**config.mk**
```make
export PLATFORM = sky130hd
export DESIGN_NAME = onehot_to_bin
export DESIGN_NICKNAME = d
export VERILOG_FILES = /design/src/rtl/onehot_pkg.sv /design/src/rtl/onehot_pipe_slice.sv /design/src/rtl/onehot_to_bin.sv
export SDC_FILE = /design/constraint.sdc
export NUM_CORES = 1
export LEC_CHECK = 0
export ABC_AREA = 1
export ABC_CLOCK_PERIOD_IN_PS = 2000
export BUFFER_PORTS_ARGS = -buffer_cell sky130_fd_sc_hd__buf_2
export CORE_MARGIN = 5
export CORE_UTILIZATION = 45
export DETAILED_ROUTE_END_ITERATION = 10
export GPL_TIMING_DRIVEN = 0
export HOLD_SLACK_MARGIN = 0.15
export PLACE_DENSITY_LB_ADDON = 0.25
export SYNTH_ARGS = -nofsm -noshare
export SYNTH_HDL_FRONTEND = slang
export SYNTH_SLANG_ARGS = --single-unit
```
**constraint.sdc**
```tcl
create_clock -name clk -period 2 [get_ports clk]
set_input_delay 0.3 -clock clk [delete_from_list [all_inputs] [get_ports clk]]
set_output_delay 0.3 -clock clk [all_outputs]
set_load 0.03 [all_outputs]
```
**src/rtl/onehot_pkg.sv**
```systemverilog
// rtl/onehot_pkg.sv - shared one-hot word classification types and helpers
package onehot_pkg;

  typedef enum logic [1:0] {
    OK    = 2'd0,
    ZERO  = 2'd1,
    MULTI = 2'd2
  } kind_t;

  localparam int MAX_W  = 64;
  localparam int MAX_IW = 6;

  // Behavioural reference encoder; the highest index is scanned first so the lowest set bit wins.
  function automatic logic [MAX_IW-1:0] lowest_set_idx(input logic [MAX_W-1:0] v);
    logic [MAX_IW-1:0] idx;
    idx = '0;
    for (int i = MAX_W - 1; i >= 0; i--) begin
      if (v[i]) begin
        idx = MAX_IW'(i);
      end
    end
    return idx;
  endfunction

endpackage

```
**src/rtl/onehot_pipe_slice.sv**
```systemverilog
// rtl/onehot_pipe_slice.sv - generic valid/ready register slice
module onehot_pipe_slice #(
  parameter int DW = 8
) (
  input  logic          clk,
  input  logic          rst_n,
  input  logic          in_val,
  output logic          in_rdy,
  input  logic [DW-1:0] in_data,
  output logic          out_val,
  input  logic          out_rdy,
  output logic [DW-1:0] out_data
);

  assign in_rdy = !out_val || out_rdy;

  // Data only loads on a real transfer so the output holds its last value when empty.
  always_ff @(posedge clk or negedge rst_n) begin
    if (!rst_n) begin
      out_val  <= 1'b0;
      out_data <= '0;
    end else if (in_rdy) begin
      out_val <= in_val;
      if (in_val) begin
        out_data <= in_data;
      end
    end
  end

endmodule

```
**src/rtl/onehot_to_bin.sv**
```systemverilog
// rtl/onehot_to_bin.sv - streaming one-hot to binary index decoder with error classification
module onehot_to_bin
  import onehot_pkg::*;
#(
  parameter  int W     = 8,
  parameter  int CNT_W = 8,
  localparam int IW    = $clog2(W)
) (
  input  logic             clk,
  input  logic             rst_n,
  input  logic             in_val,
  output logic             in_rdy,
  input  logic [W-1:0]     in_data,
  output logic             out_val,
  input  logic             out_rdy,
  output logic [IW-1:0]    out_idx,
  output logic             out_err,
  output logic [1:0]       out_kind,
  output logic [CNT_W-1:0] err_cnt,
  input  logic             err_clr
);

  localparam logic [W-1:0] ONE_W = {{(W-1){1'b0}}, 1'b1};

  logic          in_zero;
  logic          in_multi;
  kind_t         in_kind;

  logic          s1_val;
  logic          s1_rdy;
  logic [W+1:0]  s1_data;
  logic [W-1:0]  s1_word;
  kind_t         s1_kind;
  logic [W-1:0]  s1_iso;
  logic [IW-1:0] s1_idx;
  logic          s1_err;

  logic [IW+2:0] s2_data;

  assign in_zero  = ~|in_data;
  assign in_multi = |(in_data & (in_data - ONE_W));

  always_comb begin
    in_kind = OK;
    if (in_zero) begin
      in_kind = ZERO;
    end else if (in_multi) begin
      in_kind = MULTI;
    end
  end

  onehot_pipe_slice #(.DW(W + 2)) u_s1 (
    .clk      (clk),
    .rst_n    (rst_n),
    .in_val   (in_val),
    .in_rdy   (in_rdy),
    .in_data  ({in_data, in_kind}),
    .out_val  (s1_val),
    .out_rdy  (s1_rdy),
    .out_data (s1_data)
  );

  assign s1_word = s1_data[W+1:2];
  assign s1_kind = kind_t'(s1_data[1:0]);
  assign s1_err  = (s1_kind != OK);

  // Two's-complement isolation keeps only the lowest set bit, so multi-hot words encode that bit.
  assign s1_iso = s1_word & (~s1_word + ONE_W);

  always_comb begin
    s1_idx = '0;
    for (int i = 0; i < W; i++) begin
      if (s1_iso[i]) begin
        s1_idx = s1_idx | IW'(i);
      end
    end
  end

  onehot_pipe_slice #(.DW(IW + 3)) u_s2 (
    .clk      (clk),
    .rst_n    (rst_n),
    .in_val   (s1_val),
    .in_rdy   (s1_rdy),
    .in_data  ({s1_idx, s1_err, s1_kind}),
    .out_val  (out_val),
    .out_rdy  (out_rdy),
    .out_data (s2_data)
  );

  assign out_idx  = s2_data[IW+2:3];
  assign out_err  = s2_data[2];
  assign out_kind = s2_data[1:0];

  // Clear takes priority over a coincident error delivery.
  always_ff @(posedge clk or negedge rst_n) begin
    if (!rst_n) begin
      err_cnt <= '0;
    end else if (err_clr) begin
      err_cnt <= '0;
    end else if (out_val && out_rdy && out_err && (err_cnt != {CNT_W{1'b1}})) begin
      err_cnt <= err_cnt + 1'b1;
    end
  end

endmodule

```
* After elaboration in Yosys (flattened, before gate mapping) *
Cells that the tools add are included.

storage, ports and cells
  input bits = 13
  logic and storage cells = 36
  bits in registers = 26
  output and inout bits = 16

operators by class
  multiplexer cells = 11
  reductions and logical operators = 13
  add/subtract/negate cells = 3
  equal/unequal tests = 1
  bitwise gates (word level) = 3

operator list
  kind                   number
  $add A8 B1 Y8 const B  2
  $and A8 B8 Y8          2
  $mux W8                2
  $reduce_or A8 Y1       2
  $mux W3                4
  $mux W2                4
  $ne A8 B8 Y1 const B   1
  $not A8 Y8             1
  $sub A8 B1 Y8 const B  1
  $reduce_and A2 Y1      2
  $reduce_bool A2 Y1     2
  $logic_and A1 B1 Y1    3
  $logic_not A1 Y1       2
  $logic_or A1 B1 Y1     2
  $mux W1                1

* Depth between registers and ports, before layout *
Gate-level depths: netlist of run 1.

  depth after elaboration = 10
  gate-level depth with buffers = 9
  depth with buffers taken out = 9

* Cells and area by module *
A second synthesis of run 1 with hierarchy kept.

second synthesis, totals
  cell total of the unflattened synthesis = 187
  area, all modules = 1420.1 um^2

by module, submodules not included
  module                     area an instance (um^2)  cells an instance  sequential area each (um^2)  times used
  onehot_to_bin              689.4                    110                200.2                        1
  onehot_pipe_slice at u_s1  455.4                    48                 275.3                        1
  onehot_pipe_slice at u_s2  275.3                    29                 175.2                        1

* Least setup slack after synthesis of run 1 *
Ideal clock, no wire load.

  path type = reg2reg
  start = reg u_s2.out_val
  end = reg u_s1.out_val
  clock period less this slack = 1479 ps
  arrival = 1345 ps
  setup time = 134 ps
  buffers on the path = 1
  setup slack = 521 ps
  data required time = 1866 ps
  cell stages (with the launch flop) = 5
  cells stage by stage = dfrtp_1 nand3_1 nand2_1 buf_4 nand2_1

between the ends
  longest elaborated chain between the ends = 3

ends and longest elaborated chain
  what                              RTL line                 text
  from (decl)                       onehot_pipe_slice.sv:10  output logic out_val,
  from (signal assigned)            onehot_pipe_slice.sv:23  out_val <= in_val;
  $logic_not A1 Y1                  onehot_pipe_slice.sv:15  assign in_rdy = !out_val || out_rdy;
  $logic_or A1 B1 Y1 (2 in series)  onehot_pipe_slice.sv:15
  named net in_rdy                  onehot_to_bin.sv:12      output logic in_rdy,
  to (signal assigned)              onehot_pipe_slice.sv:23
  to (decl)                         onehot_pipe_slice.sv:10

The timed path passes the listed nets, and every way through them passes these cells.
A chain may end at the register's enable or synchronous reset.

* Final worst setup path of run 1 *
  start = reg err_cnt[0]
  end = reg err_cnt[7]

between the ends
  longest elaborated chain between the ends = 3
  elaborated cells between the ends (all ways) = 6
  classes of those cells = add/sub: 1; eq/ne: 1; mux: 2; reduce/logical: 2

ends and longest elaborated chain
  what                                                   RTL line                                    text
  from (decl)                                            onehot_to_bin.sv:19                         output logic [CNT_W-1:0] err_cnt,
  from (signal assigned)                                 onehot_to_bin.sv:101                        err_cnt <= err_cnt + 1'b1;
  $add A8 B1 Y8 / $ne A8 B8 Y1 (equally long branches)   onehot_to_bin.sv:101, onehot_to_bin.sv:100
  $mux W8 / $logic_and A1 B1 Y1 (equally long branches)  onehot_to_bin.sv:100                        end else if (out_val && out_rdy && out_err && (err_cnt != {CNT_W{1'b1}})) begin
  $mux W8 / $reduce_bool A2 Y1 (equally long branches)   --

Several ways; a longest one is shown, not always the timed one. The select of a mux whose other input is x is not followed.

==> results of run 1 <==
-- final timing paths --
path                                  start  slack [ps]          endpoint  cells past startpoint
setup reg to reg                 err_cnt[0]         520        err_cnt[7]                      9
hold reg to reg            u_s1.out_data[0]         510  u_s1.out_data[0]                      2
hold / removal                   in_data[1]         180  u_s1.out_data[3]                      3
setup / recovery                 err_cnt[0]         520        err_cnt[7]                      9
min in group asynchronous             rst_n         470        err_cnt[1]                      2
max in group asynchronous             rst_n        1150      u_s2.out_val                      2
-- layout make-up --
class / count / area [µm²]
well taps: 31 / 38.8
clock buffers: 3 / 22.5
clock inverters: 1 / 30.0
repair buffers: 30 / 160
inverters: 23 / 87.6
flip-flops and latches: 26 / 651
plain buffers: 2 / 12.5
fillers: 271 / 1210
multi-input cells: 119 / 566
-- cell families after synthesis --
logic type,count (synthesis),synth area share [%]
DFF,26,49.4
and+or+nand+nor,92,30.3
buffers and inverters,25,7.60
adders and majority gates,1,0.950
xor gates and xnor gates,4,2.66
AOI/OAI and AO/OA,22,9.03
-- cell usage in the layout, fill, tap and decap left out --
cell           count
inv_2              3
nor2_1            17
xor2_1             4
nor4_1             1
buf_4              1
nor3_1             1
o21ai_0           10
o211ai_1           1
buf_2             29
ha_1               1
nand2_1           57
nand4_1            3
dlygate4sd3_1      2
clkbuf_4           3
a31oi_1            2
o22ai_1            1
clkinv_1           1
nand2_4            2
o21bai_1           1
nand2_2            1
bufinv_16          1
nand3_1            6
a21oi_1            3
nor2_2             2
o21ai_1            4
nand3_2            2
clkinv_2           1
dfrtp_1           26
inv_1             18
-- power groups by stage --
stage	Combinational, mW	Sequential, mW	Clock, mW
4_1_cts	0.321	0.635	0.371
6_report	0.317	0.635	0.367
3_5_place_dp	0.318	0.646	0
2_1_floorplan	0.145	0.713	0
3_3_place_gp	0.312	0.643	0
5_1_grt	0.354	0.646	0.395
-- repair_timing --
| item | 4_1_cts | 5_1_grt |
|---|---|---|
| resized for setup | 0 | 0 |
| hold buffers | 1 | 1 |
| hold endpoints to repair | 26 | 1 |
-- registers in the layout (all words and copies together), names as in the netlist --
register / count
u_s1.out_val: 1
u_s2.out_data: 6
err_cnt: 8
u_s1.out_data: 10
u_s2.out_val: 1
-- critical path: stages (launching register included) --
cell      delay [ps]
dfrtp_1          460
ha_1             270
nand3_2          120
clkinv_1          80
nand2_2           80
nand2_4           70
nand2_4           90
clkinv_2          90
nand2_1           70
nand2_1           50
-- layer usage --
metal | global-route usage, % | share of wire (%) | vias to the layer above
met5 | 0 | 0 | -
met1 | 16.1 | 43 | 515
li1 | - | - | 599
met4 | 7.01 | 1.9 | 0
met3 | 2.98 | 5.5 | 6
met2 | 23.7 | 50 | 33
-- cells in the mapped netlist, types with 2 or more instances --
cell,instances,area [µm²]
nand2_1,57,214
dfrtp_1,26,651
inv_1,18,67.6
nor2_1,17,63.8
o21ai_0,10,50.1
nand3_1,6,30.0
o21ai_1,4,20.0
xor2_1,4,35.0
a21oi_1,3,15.0
inv_2,3,11.3
nand4_1,3,18.8
a31oi_1,2,12.5
nand2_4,2,22.5
nand3_2,2,20.0
nor2_2,2,12.5
==> flow_metrics.tcl, run 1 <==
set metrics [dict create \
    pwr-share-seq_pct 48.1 \
    drtPass1Iterations 4 \
    clockBufferDepth 2 \
    rsz0062_at_grt "false" \
    ys_seq_elements 26 \
    clkTransAtPathRegs_ps 150 \
    synth_area_per_cell_um2 7.74 \
    crit_path_max_fanout 5 \
    drc_errors 0 \
    clkPwrFrac_pct 27.8 \
    critPathLaunchType "flop" \
    fin_area_um2 1570 \
    ys_async_sr_fraction_pct 100 \
    cts_root_buffer "clkbuf_4" \
    p_leak_nw 0.867 \
    synth_nets 184 \
    rows 19 \
    dp_hpwl_mm 2.08 \
    die-area_um2 4110 \
    setup_violations 0 \
    layout-drive-gt1-share_pct 22.1 \
    grt_pass1_vias 1101 \
    fin_tns_setup_ps 0 \
    tightestPinTransition_ps 563 \
    wire_per_inst_um 11.2 \
    portBuffers 28 \
    coreArea_um2 2780 \
    internal_power_mw 0.894 \
    gp_congestion 0.853 \
    antenna_found_initial 0 \
    vdd_drop_max_mv 0.557 \
    p_total_mw 1.32 \
    track_usage_pct 13.8 \
    vias 1153 \
    pre_cts_ws_ps 550 \
    io-pin-count 29 \
    syn_inst 170 \
    clk_latency_ps 330 \
    worst_slack_ps 522 \
    finalNonFillerCells 235 \
    post_cts_buffers 0 \
    yosysSeqAreaShare_pct 49.4 \
    ys_warn_count 0 \
    period_share_pct 73.9 \
    arrival_ps 1710 \
    holdWs_ps 182 \
    area_growth_syn_to_layout_pct 19.1 \
    via_per_inst 4.91 \
    h-tree-depth 1 \
    critPathKind "reg -> reg" \
    required_ps 2230 \
    cp-end-kind "flop" \
    start_util_pct 47.3 \
    synth_cell_types 26 \
    syn_area_um2 1320 \
    dieWidth_um 64.1 \
    cts_tree "done" \
    synth-main-ff-cell "dfrtp_1" \
    numClockSinks 26 \
    drv_slew 0 \
    placed_cells_incl_taps 229 \
    min_path_type "in -> reg" \
    dieHeight_um 64.1 \
    finalNetCount 219 \
    first_iter_violations 42 \
    slew_headroom_pct 62.5 \
    placed_area_um2 1500 \
    switching_power_mw 0.426 \
    grt_pass1_wl_mm 4.56 \
    synth_edf_count 0 \
    p_comb_share_pct 24.1 \
    wirelength_mm 2.64 \
    grt_max_degree 27 \
    n_antenna_cell 0 \
    hold_viol_final 0 \
    cts_made_buffers 3 \
    finClkSkew_ps 9.11 \
    fmax_mhz 677 \
    fin_crit_ps 1480 \
    detail-route-antenna-nets 0 \
    grt_overflow 0 \
    powerDensity_nw_per_um2 842 \
    p_sw_share_pct 32.3 \
    status "finished clean" \
    max_cap_viol_count 0 \
    utilization_pct 56.4 \
]
Note: power is estimated with default switching activity, not from simulation.
==> inputs of run 2 (changes only) <==
- ABC_CLOCK_PERIOD_IN_PS: 2000 -> 1500
- clock period: 2 -> 1.5 ns (I/O delays scaled with it)
==> run 2 against run 1 <==
Final area rose by 6.9%; total power rose by 36%; global-route usage rose by 0.44 points; worst setup slack got worse by 470 ps; first-iteration DRC count fell by 7.1%; die area did not move; via count rose by 2.6%; register-to-register slack got worse by 390 ps; combinational power rose by 44%; non-clock buffer count rose by 10.
==> flow_metrics.tcl, run 2 (synthesized netlist as in run 1, its figures left out) <==
set metrics [dict create \
    die-area_um2 4110 \
    cp-end-kind "output port" \
    crit_path_max_fanout 3 \
    vdd_drop_max_mv 0.750 \
    io-pin-count 29 \
    grt_overflow 0 \
    fin_tns_setup_ps 0 \
    hold_viol_final 0 \
    cts_made_buffers 3 \
    p_leak_nw 0.914 \
    slew_headroom_pct 62.4 \
    dp_hpwl_mm 2.08 \
    grt_pass1_vias 1142 \
    max_cap_viol_count 0 \
    wire_per_inst_um 11.2 \
    h-tree-depth 1 \
    track_usage_pct 14.3 \
    wirelength_mm 2.75 \
    clk_latency_ps 330 \
    start_util_pct 47.3 \
    cts_tree "done" \
    portBuffers 28 \
    dieWidth_um 64.1 \
    setup_violations 0 \
    min_path_type "in -> reg" \
    period_share_pct 96.7 \
    drv_slew 0 \
    path_cells "dlygate4sd3_1 -> buf_2 -> inv_1 -> nand3_2 -> buf_6" \
    numClockSinks 26 \
    via_per_inst 4.83 \
    final_cell_mix "nand2_1, buf_2, dfrtp_1" \
    tightestPinTransition_ps 564 \
    drc_errors 0 \
    cts_root_buffer "clkbuf_4" \
    finClkSkew_ps 6.45 \
    layout_commonest_cell "nand2_1" \
    critPathLaunchType "input port" \
    area_growth_syn_to_layout_pct 27.3 \
    placed_cells_incl_taps 229 \
    cpPeakStageDelay_ps 530 \
    final.fill_count 258 \
    status "finished clean" \
    finalNonFillerCells 245 \
    largest_register "u_s1.out_data" \
    antenna_found_initial 0 \
    arrival_ps 1230 \
    fin_crit_ps 1450 \
    powerDensity_nw_per_um2 1070 \
    grt_pass1_wl_mm 4.72 \
    n_antenna_cell 0 \
    gp_congestion 0.853 \
    clkTransAtPathRegs_ps 150 \
    coreArea_um2 2780 \
    fmax_mhz 689 \
    critPathKind "in -> out" \
    cpMaxStageDelayCell "dlygate4sd3_1" \
    first_iter_violations 39 \
    dieHeight_um 64.1 \
    largest_register_ffs 10 \
    vias 1183 \
    top_regs "u_s1.out_data (10), err_cnt (8), u_s2.out_data (6)" \
    finalNetCount 229 \
    clockBufferDepth 2 \
    rows 19 \
    detail-route-antenna-nets 0 \
    required_ps 1270 \
    drtPass1Iterations 6 \
    grt_max_degree 27 \
    layout-drive-gt1-share_pct 23.4 \
]
-- run 2: cell count changes in the layout (fill, tap and decap cells not counted) --
cell           change
buf_2              -1
nand3_1            -1
clkinv_2           -1
nand3_2            +1
buf_6              +1
inv_4              +1
ha_1               -1
ha_2               +1
dlygate4sd3_1      +7
buf_4              +3
-- run 2: path summary, 6_finish.rpt --
path	startpoint	to	slack (ps)	cells past startpoint
max	out_rdy	in_rdy	50	5
min	in_data[7]	u_s1.out_data[9]	150	3
max reg2reg	err_cnt[0]	err_cnt[7]	130	9
min reg2reg	u_s1.out_data[0]	u_s1.out_data[0]	510	2
max in group asynchronous	rst_n	u_s2.out_val	730	2
min in group asynchronous	rst_n	err_cnt[1]	400	2
-- run 2: metrics by stage --
stage	area (µm²)	setup WS [ps]	power (mW)	hold WS, ps	utilization, %
2_1_floorplan	1320	20.9	1.14	-70.6	-
3_3_place_gp	1500	90.3	1.27	252	53.8
3_5_place_dp	1500	50.1	1.29	256	53.8
4_1_cts	1640	10.7	1.79	152	58.9
5_1_grt	1680	-6.19	1.90	166	60.2
6_report	1680	49.4	1.79	154	60.2
-- run 2: area by class of cell --
| cell class | instances | area [µm²] | share of cell area, % |
|---|---|---|---|
| repair buffers | 40 | 259 | 15.5 |
| well taps | 31 | 38.8 | 2.32 |
| multi-input cells | 119 | 573 | 34.2 |
| plain buffers | 2 | 12.5 | 0.747 |
| inverters | 23 | 88.8 | 5.30 |
| flip-flops and latches | 26 | 651 | 38.8 |
| clock inverters | 1 | 30.0 | 1.79 |
| clock buffers | 3 | 22.5 | 1.34 |
-- run 2: metal layers --
layer  wire, µm  global-route usage (%)  part of all wire [%]  up-vias
li1           -                       -                     -      620
met1       1180                    16.5                    43      529
met2       1370                    24.9                    50       27
met3        123                    2.80                   4.5        7
met4         72                    7.01                   2.6        0
met5          0                       0                     0        -
-- run 2: where the power goes --
| group | internal [mW] | switching [mW] |
|---|---|---|
| clock network | 0.270 | 0.219 |
| registers | 0.787 | 0.0610 |
| logic | 0.159 | 0.296 |
-- run 2: timing repair --
action                     4_1_cts  5_1_grt
buffers inserted                 0        3
setup endpoints to repair        0        6
hold buffers                     9        0
hold endpoints to repair        34        0
resized for setup                0        6
-- run 2: worst max-delay path: cells and delay by family --
kind,cells,cell delay [ps]
buf+inv,4,900
simple gates,1,100
==> inputs of run 3 (changes only) <==
- ABC_AREA: 1 -> unset
==> run 3 against run 2 <==
Global-route usage decreased by 0.26 points; largest power group unchanged; die area decreased by 5.9%; via count decreased by 17%; critical path depth unchanged; fmax decreased by 0.87%.
==> flow_metrics.tcl, run 3 <==
set metrics [dict create \
    synth-adder-area-share_pct 1.84 \
    hold_viol_final 0 \
    worstReg2RegEnd "err_cnt[6]" \
    yosysSeqAreaShare_pct 53.1 \
    n_antenna_cell 0 \
    synth_edf_count 0 \
    synth_cell_types 33 \
    synth_top_area_share_pct 53.1 \
    worstHoldEndpoint "u_s1.out_data[7]" \
    powerDensity_nw_per_um2 981 \
    h-tree-depth 1 \
    critPathKind "reg -> reg" \
    syn_inst 112 \
    portBuffers 27 \
    arrival_ps 1710 \
    p_leak_nw 0.706 \
    period_share_pct 97.6 \
    synth_area_per_cell_um2 10.9 \
    dp_hpwl_mm 1.92 \
    io-pin-count 29 \
    grt_pass1_vias 974 \
    top_regs "u_s1.out_data (10), err_cnt (8), u_s2.out_data (6)" \
    r2r-start "err_cnt[0]" \
    grt_pass1_wl_mm 4.50 \
    grt_overflow 0 \
    detail-route-antenna-nets 0 \
    dieHeight_um 62.2 \
    wirelength_mm 2.59 \
    synth.area.mux_share_pct 10.0 \
    rows 19 \
    start_util_pct 45.6 \
    setup_violations 0 \
    finClkSkew_ps 2.04 \
    first_iter_violations 45 \
    clockBufferDepth 2 \
    placed_cells_incl_taps 170 \
    synth_xor_area_share_pct 3.58 \
    syn_area_um2 1220 \
    layout_commonest_cell "buf_2" \
    ys_warn_count 0 \
    drtPass1Iterations 4 \
    largest_register "u_s1.out_data" \
    required_ps 1750 \
    clk_latency_ps 310 \
    p_total_mw 1.52 \
    synth_top_family_by_area "simple AND/OR/NAND/NOR gates" \
    vdd_drop_max_mv 0.844 \
    min_path_type "in -> reg" \
    tightestPinTransition_ps 567 \
    holdPathStages 2 \
    layout-drive-gt1-share_pct 36.1 \
    synth_compound_area_share_pct 11.0 \
    cts_tree "done" \
    dieWidth_um 62.2 \
    coreArea_um2 2690 \
    drv_slew 0 \
    finalNetCount 162 \
    track_usage_pct 14.0 \
    synth.most_common_cell "dfrtp_1" \
    drc_errors 0 \
    r2r_cells 5 \
    utilization_pct 57.7 \
    hp-start "in_data[5]" \
    regToRegSetupSlack_ps 40 \
    gp_congestion 0.858 \
    final_cell_mix "buf_2, dfrtp_1, nand2_1" \
    cts_made_buffers 3 \
    fin_crit_ps 1460 \
    wire_per_inst_um 14.6 \
    synth_area_leaders "dfrtp_1, mux2_1, nand2_1, nor2_1, xor2_1" \
    ys_seq_elements 26 \
    finalNonFillerCells 178 \
    critPathLaunchType "flop" \
    crit_path_max_fanout 4 \
    grt_max_degree 27 \
    slew_headroom_pct 62.2 \
    synth.largest_area_cell "dfrtp_1" \
    fmax_mhz 683 \
    area_growth_syn_to_layout_pct 26.6 \
    numClockSinks 26 \
    antenna_found_initial 0 \
    synth-main-ff-cell "dfrtp_1" \
    vias 981 \
    synth-simple-area-share_pct 18.8 \
    synth_nets 126 \
    max_cap_viol_count 0 \
    yosys-top-cells-count "dfrtp_1, mux2_1, nand2_1, nor2_1, nand3_1" \
    clkTransAtPathRegs_ps 140 \
    fin_tns_setup_ps 0 \
    ys_async_sr_fraction_pct 100 \
    via_per_inst 5.51 \
    die-area_um2 3870 \
    status "finished clean" \
    largest_register_ffs 10 \
    cts_root_buffer "clkbuf_4" \
    cp-end-kind "flop" \
]
[run 3: changes by cell type after synthesis, moves of 8 or more]
cell,before,now
inv_1,18,3
mux2_1,0,10
o21ai_0,10,2
nand2_1,57,10
nor2_1,17,8
[run 3: worst max-delay path: stages (launching register included)]
cell	delay, ps
dfrtp_2	440
ha_2	210
nand3_2	110
o21ai_4	80
or4_1	400
a21oi_1	150
[run 3: where the power goes]
part	internal (mW)	switching, mW
sequential	0.773	0.0640
clock	0.148	0.200
combinational	0.141	0.195
[run 3: repair_timing]
item,4_1_cts,5_1_grt
endpoints found under the setup margin,1,2
hold buffers,3,0
buffers inserted,1,0
pin swaps,0,0
gates resized for setup,0,5
endpoints found under the hold margin,28,0
[run 3: worst max path at each step]
stage	from	to	slack (ps)	depth (start not counted)
final	err_cnt[0]	err_cnt[6]	40	5
after global routing	err_cnt[4]	err_cnt[5]	-20	4
after floorplan	u_s2.out_val	u_s1.out_data[4]	-90	4
after CTS	err_cnt[5]	err_cnt[4]	20	4
after detailed placement	in_data[2]	u_s1.out_data[1]	-130	5
after global placement	in_data[2]	u_s1.out_data[1]	-110	5
[run 3: kinds of logic (layout without fill, tap and decap cells)]
logic type,count (synthesis),in the layout
mux,11,11
simple gates,44,44
xor+xnor,5,5
compound gates,19,19
flops,26,26
fa+ha+maj,2,2
buf+inv,5,40
[run 3: layout make-up]
cell class / instances / area [µm²]
Fill cell: 241 / 1140
Sequential cell: 26 / 658
Multi-Input combinational cell: 81 / 618
Timing Repair Buffer: 31 / 173
Tap cell: 31 / 38.8
Clock buffer: 4 / 36.3
Buffer: 2 / 15.0
Inverter: 3 / 11.3
[run 3: per-stage QoR]
step	cell area, µm²	setup slack (ps)	hold slack [ps]
after global routing	1550	-21.0	163
after floorplan	1270	-87.5	-70.6
after global placement	1450	-106	249
after detailed placement	1450	-134	258
final	1550	36.6	178
after CTS	1520	17.4	165
[run 3: per-layer routing]
metal	vias to the layer above	track usage (%)	wire length, µm
li1	481	-	-
met2	23	24.6	1400
met1	475	16.9	1030
met3	2	3.78	149
met4	0	3.25	13
met5	-	0	0
